===== src/rtl/ats21_client_scheduler.sv =====
// Pairs one pending instruction from each of two clients into a single ATS21
// transaction (high halves with req, then low halves) and routes the response back.
module ats21_client_scheduler #(
  parameter int PAIR_WAIT = 4,
  parameter int TIMEOUT   = 64
) (
  input  logic        clk,
  input  logic        reset,
  input  logic        a_valid,
  output logic        a_ready,
  input  logic [31:0] a_instr,
  input  logic        b_valid,
  output logic        b_ready,
  input  logic [31:0] b_instr,
  output logic        a_rsp_valid,
  output logic [1:0]  a_rsp_stat,
  output logic [23:0] a_rsp_data,
  output logic        a_rsp_tmo,
  output logic        b_rsp_valid,
  output logic [1:0]  b_rsp_stat,
  output logic [23:0] b_rsp_data,
  output logic        b_rsp_tmo,
  output logic        ats_req,
  output logic [15:0] ats_ctrlA,
  output logic [15:0] ats_ctrlB,
  input  logic        ats_ready,
  input  logic [1:0]  ats_stat,
  input  logic [23:0] ats_data,
  output logic        busy,
  output logic [2:0]  fsm_state
);

  localparam int WAIT_W = $clog2(PAIR_WAIT + 2);
  localparam int TMO_W  = (TIMEOUT > 1) ? $clog2(TIMEOUT) : 1;

  typedef enum logic [2:0] {
    IDLE   = 3'd0,
    WORD1  = 3'd1,
    WORD2  = 3'd2,
    S_WAIT = 3'd3,
    RESP   = 3'd4
  } state_t;

  state_t            state;
  logic [31:0]       slot_a, slot_b;
  logic              a_full, b_full;
  logic              part_a, part_b;
  logic [WAIT_W-1:0] wait_cnt;
  logic [TMO_W-1:0]  tmo_cnt;
  logic              issue, finish;
  logic [1:0]        cap_stat;
  logic [23:0]       cap_data;

  // Client handshake: an instruction transfers on a clock edge where valid && ready.
  // valid must hold with stable instr until that edge; ready only rises in IDLE with an empty slot.
  assign a_ready   = !a_full && (state == IDLE);
  assign b_ready   = !b_full && (state == IDLE);
  assign busy      = (state != IDLE);
  assign fsm_state = state;

  // A lone instruction goes out once it has waited PAIR_WAIT idle cycles.
  assign issue    = (a_full && b_full) ||
                    ((a_full || b_full) && (wait_cnt == WAIT_W'(PAIR_WAIT)));
  assign finish   = ats_ready || (tmo_cnt == TMO_W'(TIMEOUT - 1));
  assign cap_stat = ats_ready ? ats_stat : 2'b11;
  assign cap_data = ats_ready ? ats_data : 24'd0;

  always_ff @(posedge clk or negedge reset) begin
    if (!reset) begin
      state       <= IDLE;
      slot_a      <= '0;
      slot_b      <= '0;
      a_full      <= 1'b0;
      b_full      <= 1'b0;
      part_a      <= 1'b0;
      part_b      <= 1'b0;
      wait_cnt    <= '0;
      tmo_cnt     <= '0;
      ats_req     <= 1'b0;
      ats_ctrlA   <= '0;
      ats_ctrlB   <= '0;
      a_rsp_valid <= 1'b0;
      a_rsp_stat  <= '0;
      a_rsp_data  <= '0;
      a_rsp_tmo   <= 1'b0;
      b_rsp_valid <= 1'b0;
      b_rsp_stat  <= '0;
      b_rsp_data  <= '0;
      b_rsp_tmo   <= 1'b0;
    end else begin
      a_rsp_valid <= 1'b0;
      b_rsp_valid <= 1'b0;
      if (a_valid && a_ready) begin
        slot_a <= a_instr;
        a_full <= 1'b1;
      end
      if (b_valid && b_ready) begin
        slot_b <= b_instr;
        b_full <= 1'b1;
      end
      case (state)
        IDLE: begin
          // Participation is fixed from the slot flags before this edge's loads.
          if (issue) begin
            state     <= WORD1;
            part_a    <= a_full;
            part_b    <= b_full;
            wait_cnt  <= '0;
            ats_req   <= 1'b1;
            ats_ctrlA <= a_full ? slot_a[31:16] : 16'd0;
            ats_ctrlB <= b_full ? slot_b[31:16] : 16'd0;
          end else if (a_full || b_full) begin
            wait_cnt <= wait_cnt + 1'b1;
          end else begin
            wait_cnt <= '0;
          end
        end
        WORD1: begin
          state     <= WORD2;
          ats_req   <= 1'b0;
          ats_ctrlA <= part_a ? slot_a[15:0] : 16'd0;
          ats_ctrlB <= part_b ? slot_b[15:0] : 16'd0;
        end
        WORD2: begin
          state     <= S_WAIT;
          ats_ctrlA <= '0;
          ats_ctrlB <= '0;
          tmo_cnt   <= '0;
        end
        S_WAIT: begin
          if (finish) begin
            state       <= RESP;
            a_rsp_valid <= part_a;
            b_rsp_valid <= part_b;
            if (part_a) begin
              a_rsp_stat <= cap_stat;
              a_rsp_data <= cap_data;
              a_rsp_tmo  <= !ats_ready;
            end
            if (part_b) begin
              b_rsp_stat <= cap_stat;
              b_rsp_data <= cap_data;
              b_rsp_tmo  <= !ats_ready;
            end
          end else begin
            tmo_cnt <= tmo_cnt + 1'b1;
          end
        end
        RESP: begin
          state <= IDLE;
          if (part_a) a_full <= 1'b0;
          if (part_b) b_full <= 1'b0;
        end
        default: state <= IDLE;
      endcase
    end
  end

endmodule


===== config.mk =====
export PLATFORM = sky130hd
export DESIGN_NAME = ats21_client_scheduler
export DESIGN_NICKNAME = d
export VERILOG_FILES = /design/src/rtl/ats21_client_scheduler.sv
export SDC_FILE = /design/constraint.sdc
export NUM_CORES = 1
export LEC_CHECK = 0
export BUFFER_PORTS_ARGS = -buffer_cell sky130_fd_sc_hd__buf_4
export CORE_MARGIN = 5
export CORE_UTILIZATION = 35
export DETAILED_ROUTE_END_ITERATION = 16
export GPL_TIMING_DRIVEN = 0
export SETUP_SLACK_MARGIN = 0.2
export SKIP_CTS_REPAIR_TIMING = 1
export SYNTH_ARGS = -nofsm -noshare
export SYNTH_HDL_FRONTEND = slang
export SYNTH_SLANG_ARGS = --single-unit

===== constraint.sdc =====
create_clock -name clk -period 2.8 [get_ports clk]
set_input_delay 0.7 -clock clk [delete_from_list [all_inputs] [get_ports clk]]
set_output_delay 0.7 -clock clk [all_outputs]
set_load 0.05 [all_outputs]

==> impl_metrics.env, run 1 <==
export IMPL_status="complete, no violations"
export IMPL_port_buffers=189
export IMPL_cts_tree="yes"
export IMPL_crit_type="flop to output pin"
export IMPL_ys_ff_latch=169
export IMPL_cts_buffers_inserted=17
export IMPL_yosys_warnings=0
export IMPL_synth_compound_area_share_pct=7.90
export IMPL_fin_tns_setup_ns=0
export IMPL_dp_hpwl_mm=13.2
export IMPL_design_core_area_um2=21100
export IMPL_die_h_um=157
export IMPL_synthSimpleGateAreaFrac_pct=6.55
export IMPL_cts_num_sinks=169
export IMPL_nets=813
export IMPL_max_freq_ghz=0.400
export IMPL_syn2layout_area_growth_pct=32.3
export IMPL_io_pins=190
export IMPL_fin_area_um2=9980
export IMPL_grt_pass1_wl_mm=29.0
export IMPL_fin_ws_ns=0.302
export IMPL_crit_path_end_kind="output pin"
export IMPL_route_detailed_wl_per_inst_um=18.0
export IMPL_power_uw=12300
export IMPL_cp_max_fo=10
export IMPL_synth_edf_count=0
export IMPL_cts_root_buf="clkbuf_16"
export IMPL_vdd_ir_drop_worst_mv=0.471
export IMPL_muxShareOfSynthArea_pct=25.5
export IMPL_die_x_um=157
export IMPL_hold_viol=0
export IMPL_drt_initial_drc_count=178
export IMPL_cp_arrival_ns=1.80
export IMPL_syn_inst=502
export IMPL_drc=0
export IMPL_routed_via_density=4.76
export IMPL_skew_ns=0.0157
export IMPL_gr_total_overflow=0
export IMPL_initial_core_util_pct=35.8
export IMPL_ff2ff_setup_slack_ns=0.69
export IMPL_synth_top_family_by_area="multiplexers"
export IMPL_first_global_vias=5345
export IMPL_synth_nets=600
export IMPL_worst_pin_slew_ns=0.543
export IMPL_gp_congestion=0.847
export IMPL_wl_mm=18.0
export IMPL_postRouteAntennaNets=0
export IMPL_synth_area_per_cell_um2=15.0
export IMPL_clock_path_buffers=2
export IMPL_hold_slack_ns=0.224
export IMPL_synth_cell_type_count=46
export IMPL_htreeDepth=4
export IMPL_rr_endpoint="b_rsp_data[18]"
export IMPL_p_leak_uw=0.00508
export IMPL_cap_violations=0
export IMPL_clk_latency_ns=0.43
export IMPL_setup_viol=0
export IMPL_power_density_nw_per_um2=1240
export IMPL_slew_headroom_pct=63.8
export IMPL_grt_max_degree=102
export IMPL_min_path_type="input port to async pin"
export IMPL_synthArstFlopShare_pct=100
export IMPL_first_pass_iters=4
export IMPL_fillCellCount=1848
export IMPL_placed_cell_area_um2=9370
export IMPL_dieArea_um2=24600
export IMPL_yosysSeqAreaShare_pct=56.1
export IMPL_row_count=53
export IMPL_drive_gt1_share_pct=54.9
export IMPL_ys_flop_type="dfrtp_1"
export IMPL_r2r_cells=6
export IMPL_fin_crit_sh_pct=89.2
export IMPL_syn_area_um2=7540
export IMPL_startpoint_type="flop"
export IMPL_r2r_start="tmo_cnt[0]"
export IMPL_globalRouteTotalUtil_pct=14.9
export IMPL_cts_clk_slew_worst_paths_ns=0.07
export IMPL_period_minus_slack_ns=2.50
export IMPL_rsz0062_at_grt="no"
export IMPL_yosys_area_share_adder_pct=0.498
export IMPL_antenna_found_initial=0
export IMPL_crit_required_ns=2.10
export IMPL_num_vias=4778
export IMPL_maxSlewViolCount=0
export IMPL_synth_xor_area_share_pct=0.332
export IMPL_diodes=0
export IMPL_post_place_ws_ns=0.325
## cells in the final DEF, fill, tap and decap left out, types with 2 or more instances in the layout
master	synthesis	routed
a21boi_2	3	3
a21oi_1	9	9
a22o_1	32	32
and2_1	25	25
and3_1	2	2
buf_2	6	6
buf_4	6	193
buf_6	11	15
buf_8	0	2
clkbuf_1	5	7
clkbuf_16	0	17
clkinv_2	0	2
clkinvlp_4	0	5
dfrtp_1	169	166
dfrtp_2	0	3
ha_1	3	3
inv_1	5	4
inv_6	0	3
mux2_1	13	13
mux2_2	51	51
mux2_4	80	80
nand2_1	12	12
nand2_4	2	2
nand2b_1	4	4
nand3_1	7	7
nand3b_4	2	2
nor2_1	12	10
nor2_4	0	2
nor2_8	2	2
nor3_1	2	2
o21a_1	3	3
o21ai_0	11	11
o22a_1	4	4
o31ai_1	2	2
## cell families (layout without fill, tap and decap cells)
logic type / count (synthesis) / after routing
flops: 169 / 169
mux: 144 / 144
simple gates: 77 / 77
compound gates: 74 / 74
buf+inv: 33 / 259
fa+ha+maj: 3 / 3
xor+xnor: 2 / 2
## sequential cells by signal, indices dropped and copies added, names as in the netlist
signal / count
slot_a: 32
slot_b: 32
a_rsp_data: 24
b_rsp_data: 24
ats_ctrlA: 16
ats_ctrlB: 16
tmo_cnt: 6
fsm_state: 3
wait_cnt: 3
a_rsp_stat: 2
b_rsp_stat: 2
a_full: 1
a_rsp_tmo: 1
a_rsp_valid: 1
ats_req: 1
b_full: 1
b_rsp_tmo: 1
b_rsp_valid: 1
part_a: 1
part_b: 1
## per-layer routing
metal	track usage [%]	share of wire, %
met1	20.2	46
met2	22.3	43
met3	5.84	9.3
met4	4.21	1.2
met5	0	0
## worst max-delay path, stage by stage, from the launching register on
cell and delay [ns]:
dfrtp_2 0.43, buf_6 0.16, nor3_4 0.19, buf_6 0.16, clkinvlp_4 0.15, nor2_4 0.13
buf_8 0.16
## report_power, final
| group | total, uW | internal (uW) | leakage (uW) | switching, uW |
|---|---|---|---|---|
| clock network | 2260 | 1260 | 0.000265 | 996 |
| logic | 6030 | 2550 | 0.00262 | 3470 |
| registers | 4040 | 3440 | 0.00219 | 605 |
| total | 12300 | 7250 | 0.00508 | 5080 |
## synth_stat cells (3+ instances only)
cell type	n	area share (%)
o21a_1	3	0.30
mux2_2	51	7.6
inv_1	5	0.25
nand2_1	12	0.60
nor2_1	12	0.60
nand2b_1	4	0.33
mux2_4	80	16
a21oi_1	9	0.60
dfrtp_1	169	56
o22a_1	4	0.46
mux2_1	13	1.9
buf_4	6	0.60
and2_1	25	2.1
nand3_1	7	0.46
buf_6	11	1.6
o21ai_0	11	0.73
a21boi_2	3	0.45
buf_2	6	0.40
clkbuf_1	5	0.25
ha_1	3	0.50
a22o_1	32	3.7
## final cells by class
class                   count  area, um^2  area share (%)
plain buffers              28         225            2.26
clock buffers              20         447            4.48
clock inverters            12         116            1.17
inverters                   5        22.5           0.226
multi-input cells         300        3090            31.0
flip-flops and latches    169        4230            42.4
well taps                 275         344            3.45
repair buffers            194        1500            15.0
## worst max path at each step
stage | slack [ns] | depth (start not counted) | to | startpoint
floorplan | 0.11 | 4 | a_ready | fsm_state[1]
global placement | -0.03 | 1 | fsm_state[1] | reset
detailed placement | 0.33 | 5 | a_ready | fsm_state[1]
CTS | -0.14 | 5 | a_ready | fsm_state[1]
global route | 0.20 | 6 | a_ready | fsm_state[1]
finish | 0.30 | 6 | a_ready | fsm_state[1]
## through the flow
stage,cells,util (%)
detailed placement,967,44.4
finish,1003,47.3
global placement,966,44.3
CTS,999,47.1
floorplan,502,-
global route,1003,47.3
Power figures use the tool's default switching activity.
==> run 2: changes to the inputs <==
CORE_ASPECT_RATIO = 0.8   (was unset)
==> impl_metrics.env, run 2 (synthesis gave the netlist of run 1 again) <==
export IMPL_max_stage_delay_ns=0.44
export IMPL_setup_viol=0
export IMPL_r2r_start="fsm_state[0]"
export IMPL_crit_path_end_kind="output pin"
export IMPL_slew_headroom_pct=62.9
export IMPL_status="complete, no violations"
export IMPL_cp_arrival_ns=1.85
export IMPL_fin_tns_setup_ns=0
export IMPL_grt_use_met3_pct=6.15
export IMPL_diodes=0
export IMPL_gp_congestion=0.803
export IMPL_initial_core_util_pct=35.3
export IMPL_globalRouteTotalUtil_pct=15.4
export IMPL_design_core_area_um2=21400
export IMPL_layout_commonest_cell="buf_4"
export IMPL_first_global_vias=5394
export IMPL_cts_buffers_inserted=17
export IMPL_rr_endpoint="ats_ctrlA[7]"
export IMPL_crit_type="flop to output pin"
export IMPL_postRouteAntennaNets=0
export IMPL_period_minus_slack_ns=2.55
export IMPL_skew_ns=0.0102
export IMPL_first_pass_iters=4
export IMPL_drc=0
export IMPL_num_vias=4858
export IMPL_die_h_um=141
export IMPL_crit_required_ns=2.10
export IMPL_place_inst=967
export IMPL_hold_viol=0
export IMPL_rsz0062_at_grt="yes"
export IMPL_cts_root_buf="clkbuf_16"
export IMPL_reg_top3="slot_a: 32 flops, slot_b: 32 flops"
export IMPL_cp_max_fo=5
export IMPL_antenna_found_initial=0
export IMPL_clock_path_buffers=2
export IMPL_wl_mm=18.7
export IMPL_path_cells="buf_8, nor3_4, clkinvlp_4, nor2_4, buf_8"
export IMPL_path_common_cell="buf_8"
export IMPL_crit_family="buffers and inverters"
export IMPL_row_count=48
export IMPL_r2r_cells=8
export IMPL_cts_tree="yes"
export IMPL_route_detailed_wl_per_inst_um=18.6
export IMPL_maxSlewViolCount=0
export IMPL_gr_total_overflow=0
export IMPL_post_place_ws_ns=0.356
export IMPL_dieArea_um2=24600
export IMPL_grt_pass1_wl_mm=30.4
export IMPL_routed_via_density=4.81
export IMPL_max_freq_ghz=0.392
export IMPL_slowest_stage="dfrtp_2"
export IMPL_fin_cells=1009
export IMPL_met2_usage_pct=23.0
export IMPL_power_density_nw_per_um2=1250
export IMPL_ff2ff_setup_slack_ns=0.62
export IMPL_use_met1_pct=21.2
export IMPL_cap_violations=0
export IMPL_port_buffers=189
export IMPL_drt_initial_drc_count=127
export IMPL_cts_num_sinks=169
export IMPL_final_util_pct=47.0
export IMPL_fin_crit_sh_pct=91.2
export IMPL_cp_num_buf_inv=3
export IMPL_grt_max_degree=99
export IMPL_die_x_um=174
export IMPL_clk_latency_ns=0.42
export IMPL_io_pins=190
export IMPL_vdd_ir_drop_worst_mv=0.533
export IMPL_startpoint_type="flop"
export IMPL_busiest_layer="met2"
export IMPL_min_path_type="input port to async pin"
export IMPL_cts_clk_slew_worst_paths_ns=0.07
export IMPL_htreeDepth=4
export IMPL_syn2layout_area_growth_pct=33.2
export IMPL_drive_gt1_share_pct=55.6
export IMPL_p_leak_uw=0.00514
export IMPL_nets=819
export IMPL_fin_ws_ns=0.246
export IMPL_worst_pin_slew_ns=0.557
export IMPL_layout_common_cells="buf_4, dfrtp_1, mux2_4"
export IMPL_dp_hpwl_mm=13.5
## run 2: cell count changes in the layout (fill, tap and decap cells not counted), sizes merged
cell | previous run | this run
buf | 217 | 223
inv | 8 | 12
clkbuf | 25 | 22
clkinvlp | 5 | 2
clkinv | 3 | 5
## run 2: stage by stage
| stage | hold WS [ns] | cell area (um^2) | total power (uW) |
|---|---|---|---|
| global placement | 0.471 | 9330 | 9990 |
| detailed placement | 0.477 | 9370 | 10100 |
| global route | 0.268 | 10000 | 13200 |
| finish | 0.232 | 10000 | 12500 |
| floorplan | 0.404 | 7570 | 8350 |
| CTS | 0.244 | 9950 | 12500 |
## run 2: where the power goes
| part | internal, uW | switching, uW |
|---|---|---|
| sequential | 3440 | 618 |
| combinational | 2610 | 3510 |
| clock | 1260 | 1080 |
| total | 7310 | 5210 |
## run 2: worst max-delay path by stage
| stage | depth (start not counted) | endpoint | startpoint | slack, ns |
|---|---|---|---|---|
| 5_1_grt | 5 | b_ready | fsm_state[0] | 0.14 |
| 6_report | 5 | b_ready | fsm_state[0] | 0.25 |
| 3_3_place_gp | 1 | fsm_state[1] | reset | -0.02 |
| 3_5_place_dp | 5 | a_ready | fsm_state[2] | 0.36 |
| 4_1_cts | 5 | a_ready | fsm_state[2] | -0.11 |
| 2_1_floorplan | 4 | a_ready | fsm_state[1] | 0.11 |
## run 2: worst register-to-register path, stage by stage, from the launching register on
cell and delay (ns):
dfrtp_2 0.44, buf_8 0.14, buf_4 0.13, buf_4 0.15
xor2_2 0.19, a21boi_2 0.42, buf_2 0.36, a22o_1 0.17
mux2_2 0.13
## run 2: cell type report
cell class              instances  area [um^2]
multi-input cells             300         3090
plain buffers                  28          233
clock buffers                  17          425
fillers                      1874        11300
flip-flops and latches        169         4230
well taps                     275          344
inverters                       5         22.5
clock inverters                15          155
repair buffers                200         1540
## run 2: per-layer routing
layer | share of wire (%) | wire (um)
met4 | 1.2 | 222
met2 | 44 | 8310
met3 | 8.8 | 1650
met5 | 0 | 0
met1 | 46 | 8530
